**src/rtl/xmit_sched.sv**
```systemverilog
// Transmit frame scheduler: strict-priority grant with a starvation guard, control word
// validation, byte forwarding or discard, and an enforced inter-frame gap.
module xmit_sched #(
   parameter int MIN_LEN      = 1,
   parameter int MAX_LEN      = 1518,
   parameter int MAX_HI_BURST = 4,
   parameter int IFG_CYCLES   = 12
) (
   input  logic        clk_sys,
   input  logic        reset,
   input  logic        hi_ctrl_empty,
   input  logic [23:0] hi_ctrl_q,
   output logic        hi_ctrl_rd,
   input  logic        lo_ctrl_empty,
   input  logic [23:0] lo_ctrl_q,
   output logic        lo_ctrl_rd,
   output logic        hi_data_rd,
   output logic        lo_data_rd,
   output logic        data_sel,
   input  logic        out_ready,
   output logic        out_valid,
   output logic        out_sof,
   output logic        out_eof,
   output logic        discard_en,
   output logic        busy
);

   localparam int STREAK_W = ($clog2(MAX_HI_BURST + 1) < 3) ? 3 : $clog2(MAX_HI_BURST + 1);
   localparam int GAP_W    = (IFG_CYCLES > 1) ? $clog2(IFG_CYCLES) : 1;

   localparam logic [11:0]         MIN_L     = 12'(MIN_LEN);
   localparam logic [11:0]         MAX_L     = 12'(MAX_LEN);
   localparam logic [STREAK_W-1:0] BURST_MAX = STREAK_W'(MAX_HI_BURST);
   localparam logic [GAP_W-1:0]    GAP_LAST  = GAP_W'(IFG_CYCLES - 1);

   typedef enum logic [1:0] {
      IDLE,
      XFER,
      DROP,
      GAP
   } state_t;

   state_t              state_q, state_d;
   logic [11:0]         rem_q, rem_d;
   logic [GAP_W-1:0]    gap_q, gap_d;
   logic [STREAK_W-1:0] streak_q, streak_d;
   logic                sel_q, sel_d;
   logic                first_q, first_d;

   logic                grant_hi;
   logic                grant_lo;
   logic [23:0]         ctrl_word;
   logic [11:0]         ctrl_len;
   logic                ctrl_ok;
   logic                data_rd;

   always_comb begin
      grant_hi  = !hi_ctrl_empty && (lo_ctrl_empty || (streak_q < BURST_MAX));
      grant_lo  = !grant_hi && !lo_ctrl_empty;
      ctrl_word = grant_hi ? hi_ctrl_q : lo_ctrl_q;
      ctrl_len  = ctrl_word[11:0];
      ctrl_ok   = (ctrl_word[23:12] == ctrl_len) && (ctrl_len >= MIN_L) && (ctrl_len <= MAX_L);
   end

   // The grant qualifier includes reset so no pop can escape while reset is held low.
   always_comb begin
      state_d    = state_q;
      rem_d      = rem_q;
      gap_d      = gap_q;
      streak_d   = streak_q;
      sel_d      = sel_q;
      first_d    = first_q;
      hi_ctrl_rd = 1'b0;
      lo_ctrl_rd = 1'b0;
      discard_en = 1'b0;
      data_rd    = 1'b0;
      out_valid  = 1'b0;
      out_sof    = 1'b0;
      out_eof    = 1'b0;

      case (state_q)
         IDLE: begin
            if (reset && (grant_hi || grant_lo)) begin
               hi_ctrl_rd = grant_hi;
               lo_ctrl_rd = grant_lo;
               sel_d      = grant_hi;
               rem_d      = ctrl_len;
               first_d    = 1'b1;
               gap_d      = '0;
               if (grant_hi) begin
                  if (streak_q < BURST_MAX) begin
                     streak_d = streak_q + 1'b1;
                  end
               end else begin
                  streak_d = '0;
               end
               if (ctrl_ok) begin
                  state_d = XFER;
               end else begin
                  discard_en = 1'b1;
                  state_d    = (ctrl_len == 12'd0) ? GAP : DROP;
               end
            end
         end

         XFER: begin
            if (out_ready) begin
               data_rd   = 1'b1;
               out_valid = 1'b1;
               out_sof   = first_q;
               out_eof   = (rem_q == 12'd1);
               rem_d     = rem_q - 12'd1;
               first_d   = 1'b0;
               if (rem_q == 12'd1) begin
                  state_d = GAP;
               end
            end
         end

         DROP: begin
            data_rd = 1'b1;
            rem_d   = rem_q - 12'd1;
            if (rem_q == 12'd1) begin
               state_d = GAP;
            end
         end

         GAP: begin
            if (gap_q == GAP_LAST) begin
               gap_d   = '0;
               state_d = IDLE;
            end else begin
               gap_d = gap_q + 1'b1;
            end
         end

         default: state_d = IDLE;
      endcase
   end

   always_ff @(posedge clk_sys or negedge reset) begin
      if (!reset) begin
         state_q  <= IDLE;
         rem_q    <= '0;
         gap_q    <= '0;
         streak_q <= '0;
         sel_q    <= 1'b0;
         first_q  <= 1'b0;
      end else begin
         state_q  <= state_d;
         rem_q    <= rem_d;
         gap_q    <= gap_d;
         streak_q <= streak_d;
         sel_q    <= sel_d;
         first_q  <= first_d;
      end
   end

   assign hi_data_rd = data_rd & sel_q;
   assign lo_data_rd = data_rd & ~sel_q;
   assign data_sel   = sel_q;
   assign busy       = (state_q != IDLE);

endmodule

```
**config.mk**
```make
export PLATFORM = sky130hd
export DESIGN_NAME = xmit_sched
export DESIGN_NICKNAME = d
export VERILOG_FILES = /design/src/rtl/xmit_sched.sv
export SDC_FILE = /design/constraint.sdc
export NUM_CORES = 1
export LEC_CHECK = 0
export CAP_MARGIN = 20
export CORE_MARGIN = 5
export CORE_UTILIZATION = 50
export CTS_CLUSTER_SIZE = 25
export DETAILED_ROUTE_END_ITERATION = 6
export PLACE_DENSITY = 0.83
export SYNTH_ARGS = -nofsm -noshare
export SYNTH_HDL_FRONTEND = slang
export SYNTH_SLANG_ARGS = --single-unit
export TNS_END_PERCENT = 5
```
**constraint.sdc**
```tcl
create_clock -name clk_sys -period 5.3 [get_ports clk_sys]
set_input_delay 1.06 -clock clk_sys [delete_from_list [all_inputs] [get_ports clk_sys]]
set_output_delay 1.06 -clock clk_sys [all_outputs]
set_load 0.005 [all_outputs]
```
==> key figures, run 1 <==
Status
  • Status: complete, no violations

Pwr
  • Sw Pwr: 550 uW
  • Maximum vdd drop: 0.332 mV
  • PwrDens: 441 mW/mm2
  • Flop pwr share: 30.3%
  • Sw frac: 46.1%
  • Clock Power Share: a little under a tenth
  • Design Power: 1190 uW
  • Static Leakage: 0.00106 uW
  • Logic gate share of total power: between 60% and 70%
  • Int Power: ~640 uW

Route
  • Routed metal-1 wire length: approximately 2.5 mm
  • WL/cell: 16.3 um
  • DR WL met2: 2.95 mm
  • Vias/cell: 5.88
  • Number of remaining DRC errors: 0
  • Pre-antenna DRT Iters: 4
  • DRT antenna net count: 0
  • Top sig layer: met4
  • Met3 wire len: approximately 320 um
  • Final wirelength: 5.81 mm
  • Initial drt markers: 102
  • Vias: 2092

Clock tree
  • CTS tree: yes
  • Clk pin slew, worst setup/hold paths: 90 ps
  • Clock Tree Buf Depth: 2
  • # Post-CTS Setup Buffers: 0
  • Clock latency on the worst-skew pair: 270 ps
  • TritonCTS buffer count: 3
  • Hold buffer count at cts: 0
  • Root Buffer: clkbuf_8
  • CTS HTree Levels: 1
  • Post-CTS sizing: 0
  • Num Clock Sinks: 23

Final layout
  • Antenna diodes: 0
  • Final Core Density: 68.6%
  • Layout cell share with drive strength beyond 1: 7.84%
  • # nets final: 369
  • Multi-input logic area: 0.00134 mm2
  • # fillers: 350
  • P&R area growth vs syn: 34.7%
  • Final cell count without fillers: about 360
  • Area taken by flip-flops and latches: approximately 580 um2

Flow run
  • Max Cap Viol: 0

Synthesis
  • Cells after Synth: 245
  • Yosys warns: 0
  • Fraction of registers with async set/reset: 100%
  • Most frequent cells after synthesis: 25 x nand2_1, 23 x dfrtp_1, 19 x nor2_1
  • Mapped Area: 0.00201 mm2
  • Mean Syn Cell Area: 8.20 um2
  • Synth Register Bits: 23
  • Post-synth top area share: 28.7%
  • Top-count cell post-synth: nand2_1
  • Yosys top cell by area: dfrtp_1
  • Syn_nets: 307
  • Synth area leaders: dfrtp_1 29%, mux2_2 6.2%, ha_1 5.6%
  • Post-synth EDFFs: 0
  • Ys flop type: dfrtp_1
  • Unique masters post-synth: 45
  • Register area share after synthesis: 28.7%

Placement
  • Post-DP HPWL: 4.69 mm
  • IO Port Bufs: 62
  • Post-Place Cells: 352
  • Placer Congestion: 0.909

Die
  • I/O Pins: 63
  • Initial core utilization: 50.9%
  • Die area: approximately 0.0054 mm2
  • Row count: 23
  • Die Height: 73.4 um
  • Core area: 0.00394 mm2
  • DIE WIDTH: 73.4 um

Timing
  • Setup tns final: 0 ps
  • Final Setup Violations: 0
  • Worst relative slew slack: between 50% and 60%
  • RSZ-0062 raised after global routing: no
  • Fin. Hold Viols: 0
  • Clock skew: about 14 ps
  • Slew of the pin with the lowest slew margin: 727 ps
  • Max frequency: 236 MHz
  • Tmin final: ~4200 ps
  • Final Max Tran Viols: 0
  • Fin crit share: 80.1%

Global route
  • Vias in the first global route: between 1.5k and 2k
  • Total track usage: 22.5%
  • Initial antenna violation count: 0
  • Grt ovf: 0
  • First-pass GRT wire length: 9.60 mm
  • Largest net degree at the start of global routing: 23

Worst setup path
  • WP data required: between 4000 and 5000 ps
  • Data arrival, critical path: 3180 ps
  • Setup Crit Path Kind: in -> out
  • Crit. End Element: primary output
  • CP Max Fanout: 4
  • Startpoint Class: primary input
  • FF-to-FF setup slack: 2620 ps

Worst hold path
  • HP Class: reg -> reg
## metrics by stage
step           hold slack, ps  setup WS [ps]  cell area (um2)
2_1_floorplan             463           2140             2010
3_5_place_dp              491           1060             2660
3_3_place_gp              487           1080             2660
5_1_grt                   563            924             2710
6_report                  508           1060             2710
4_1_cts                   512           1040             2710
## final timing paths
check	from	endpoint	cells past startpoint
setup / recovery	hi_ctrl_q[2]	discard_en	8
hold / removal	first_q	first_q	2
setup reg to reg	state_q[0]	rem_q[10]	7
hold reg to reg	first_q	first_q	2
max in group asynchronous	reset	state_q[1]	2
min in group asynchronous	reset	streak_q[2]	1
## power by group through the flow
stage	combinational [uW]	clock, uW	sequential (uW)
detailed placement	718	0	362
global route	825	120	376
CTS	724	112	358
global placement	702	0	358
floorplan	549	0	341
finish	723	110	362
## layer usage
layer	global-route usage, %	up-vias
met5	0	-
met4	6.04	0
met3	2.74	10
met2	40.2	59
met1	28.5	985
li1	-	1038
## layout make-up
cell class / count / share of cell area (%)
multi-input combinational: 204 / 49.7
tap: 50 / 2.31
clock inverter: 1 / 0.185
timing repair buffer: 64 / 23.5
inverter: 11 / 1.53
clock buffer: 3 / 1.53
sequential: 23 / 21.3
## worst max-delay path: stages
cell and delay, ps:
clkdlybuf4s50_1 480, xor2_1 200, nor4_1 260, nand4_1 140, nor3_2 220, o221ai_2 160
o21ba_2 220, clkdlybuf4s50_1 450
## registers in the layout, indices dropped and copies added, names as in the netlist
signal / flops
data_sel: 1
first_q: 1
gap_q: 4
rem_q: 12
state_q: 2
streak_q: 3
## kinds of logic after synthesis
logic type	synth area share, %
xor gates and xnor gates	9.59
AOI/OAI and AO/OA	19.5
adders and majority gates	5.61
DFF	28.7
and+or+nand+nor	24.1
muxes	8.16
buffers and inverters	4.42
## cells in the final DEF, fill, tap and decap left out, types with 3 or more instances in the layout
master / count
clkbuf_8: 3
nor2_1: 19
mux2i_1: 4
mux2_2: 11
nand3_1: 11
inv_1: 10
nor3_1: 8
xor2_1: 12
o211ai_1: 4
nor4_1: 10
clkdlybuf4s50_1: 62
ha_1: 9
dfrtp_1: 23
o22ai_1: 9
and2_1: 3
nand2_1: 25
nand4_1: 9
xnor2_1: 10
a21oi_1: 14
o21ai_0: 17
nand2b_1: 3
(Power assumes the default switching activity.)
==> run 2, diff against run 1 <==
CORE_UTILIZATION = 43   (was 50)
PLACE_DENSITY = 0.76   (was 0.83)
clock period = 3.6 ns   (was 5.3 ns; I/O delays follow)
==> run 2 against run 1 <==
Final area rose by 4.1%. Sequential share of layout area decreased by 0.83 points. Die area is 14% higher. Clock power rose by 51%. Utilization decreased by 5.3 points. Sequential power rose by 47%. Final cell count is 4.5% higher. Critical endpoint unchanged. Largest power group unchanged.
==> key figures, run 2 (synthesized netlist as in run 1, its figures left out) <==
Status
  • Status: complete, no violations

Pwr
  • Int Power: 978 uW
  • Flop pwr share: 29.5%
  • Clock Power Share: 9.2%
  • Sw Pwr: 828 uW
  • PwrDens: 641 mW/mm2
  • Static Leakage: 0.00114 uW
  • Logic gate share of total power: 61.3%
  • Sw frac: 45.8%
  • Maximum vdd drop: 0.433 mV

Clock tree
  • Hold buffer count at cts: 0
  • Clock latency on the worst-skew pair: 270 ps
  • Root Buffer: clkbuf_8
  • CTS HTree Levels: 1
  • TritonCTS buffer count: 3
  • Num Clock Sinks: 23
  • Clk pin slew, worst setup/hold paths: roughly 80 ps
  • Clock Tree Buf Depth: 2
  • CTS tree: yes

Worst setup path
  • CP bufs+invs: 2
  • Crit. End Element: primary output
  • Startpoint Class: primary input
  • Top cell family by delay on the critical path: buffers and inverters
  • Worst-path cell chain: clkdlybuf4s50_1 -> xor2_1 -> nor4_1 -> nand4_1 -> nor3_2 -> o221ai_2 -> o21ba_2 -> clkdlybuf4s50_1
  • Top cell by count, worst path: clkdlybuf4s50_1
  • WP data required: 2880 ps
  • CP max stage delay: around 440 ps
  • CP Max Fanout: 3
  • Data arrival, critical path: 2770 ps
  • Setup Crit Path Kind: in -> out
  • Crit-path slowest cell: clkdlybuf4s50_1

Route
  • Pre-antenna DRT Iters: 4
  • Initial drt markers: 123
  • Vias/cell: ~5.7
  • DRT antenna net count: 0
  • Vias: between 2k and 2.5k
  • Final wirelength: 5.78 mm
  • Number of remaining DRC errors: 0
  • WL/cell: between 15 and 20 um

Timing
  • Worst relative slew slack: between 60% and 70%
  • Hold_ws: 514 ps
  • RSZ-0062 raised after global routing: no
  • Max frequency: 287 MHz
  • Slew of the pin with the lowest slew margin: 449 ps
  • Fin crit share: 96.8%
  • Setup ws final: 114 ps
  • Tmin final: 3490 ps
  • Setup tns final: 0 ps
  • Fin. Hold Viols: 0
  • Final Max Tran Viols: 0
  • Clock skew: 11.6 ps
  • Final Setup Violations: 0

Final layout
  • Reg with most FFs: rem_q
  • Max reg flops: 12
  • Antenna diodes: 0
  • Final cell count without fillers: 372
  • # fillers: 399
  • Most common cell after layout, fill and taps aside: clkdlybuf4s50_1
  • Most frequent cells in the layout: 61 x clkdlybuf4s50_1, 25 x nand2_1, 23 x dfrtp_1
  • Top Registers: rem_q (12), gap_q (4), streak_q (3)
  • # nets final: between 300 and 400
  • Layout cell share with drive strength beyond 1: about an eighth
  • P&R area growth vs syn: 40.2%

Die
  • I/O Pins: 63
  • Initial core utilization: 45.2%
  • Die Height: 78.3 um
  • Core area: approximately 0.0044 mm2
  • DIE WIDTH: ~80 um
  • Die area: 0.00614 mm2
  • Row count: 24

Global route
  • Total track usage: 19.1%
  • First-pass GRT wire length: 9.54 mm
  • Vias in the first global route: 2042
  • Grt ovf: 0
  • Initial antenna violation count: 0
  • Largest net degree at the start of global routing: 21

Worst hold path
  • HP Class: reg -> reg

Flow run
  • Max Cap Viol: 0

Placement
  • Post-DP HPWL: 4.65 mm
  • IO Port Bufs: 62
  • Post-Place Setup Slack: 74.1 ps
  • Post-Place Cells: ~370
  • Placer Congestion: 0.920
## run 2: worst paths after layout
kind,from,end,slack (ps),cells past startpoint
min reg2reg,streak_q[1],streak_q[1],510,1
max in group asynchronous,reset,gap_q[3],2250,2
max reg2reg,state_q[0],rem_q[11],1260,9
min,streak_q[1],streak_q[1],510,1
min in group asynchronous,reset,gap_q[0],740,1
max,hi_ctrl_q[2],discard_en,110,8
## run 2: power groups by stage
stage | logic, uW | clock network, uW | registers, uW
finish | 1110 | 166 | 532
global placement | 1070 | 0 | 527
global route | 1250 | 183 | 557
detailed placement | 1100 | 0 | 532
CTS | 1100 | 171 | 528
floorplan | 808 | 0 | 503
## run 2: final cells by class
type / count / area (um2) / share of cell area (%)
clock buffers: 3 / 41.3 / 1.47
inverters: 11 / 41.3 / 1.47
flip-flops and latches: 23 / 576 / 20.4
well taps: 52 / 65.1 / 2.31
clock inverters: 1 / 5.00 / 0.178
repair buffers: 78 / 743 / 26.4
multi-input cells: 204 / 1340 / 47.7
## run 2: worst reg2reg max path: stages (launching register included)
cell,delay [ps]
dfrtp_1,420
inv_1,140
ha_1,330
and2_1,240
a22o_1,170
and2_1,400
buf_4,260
nand2_1,60
mux2i_1,120
a21oi_1,80
## run 2: repair_timing
item / 4_1_cts / 5_1_grt
buffers inserted: 0 / 0
endpoints found under the setup margin: 0 / 1
gates resized for setup: 0 / 1
## run 2: layer usage
layer | part of all wire, % | GRT usage [%]
met5 | 0 | 0
met4 | 1.6 | 5.42
met1 | 44 | 23.7
met2 | 48 | 33.5
met3 | 6.3 | 3.78
## run 2: through the flow
stage	util (%)	area, um2	power [uW]
6_report	63.3	2820	1810
5_1_grt	63.3	2820	1990
4_1_cts	63.3	2810	1800
3_5_place_dp	62.2	2770	1630
3_3_place_gp	62.2	2770	1600
2_1_floorplan	-	2010	1310
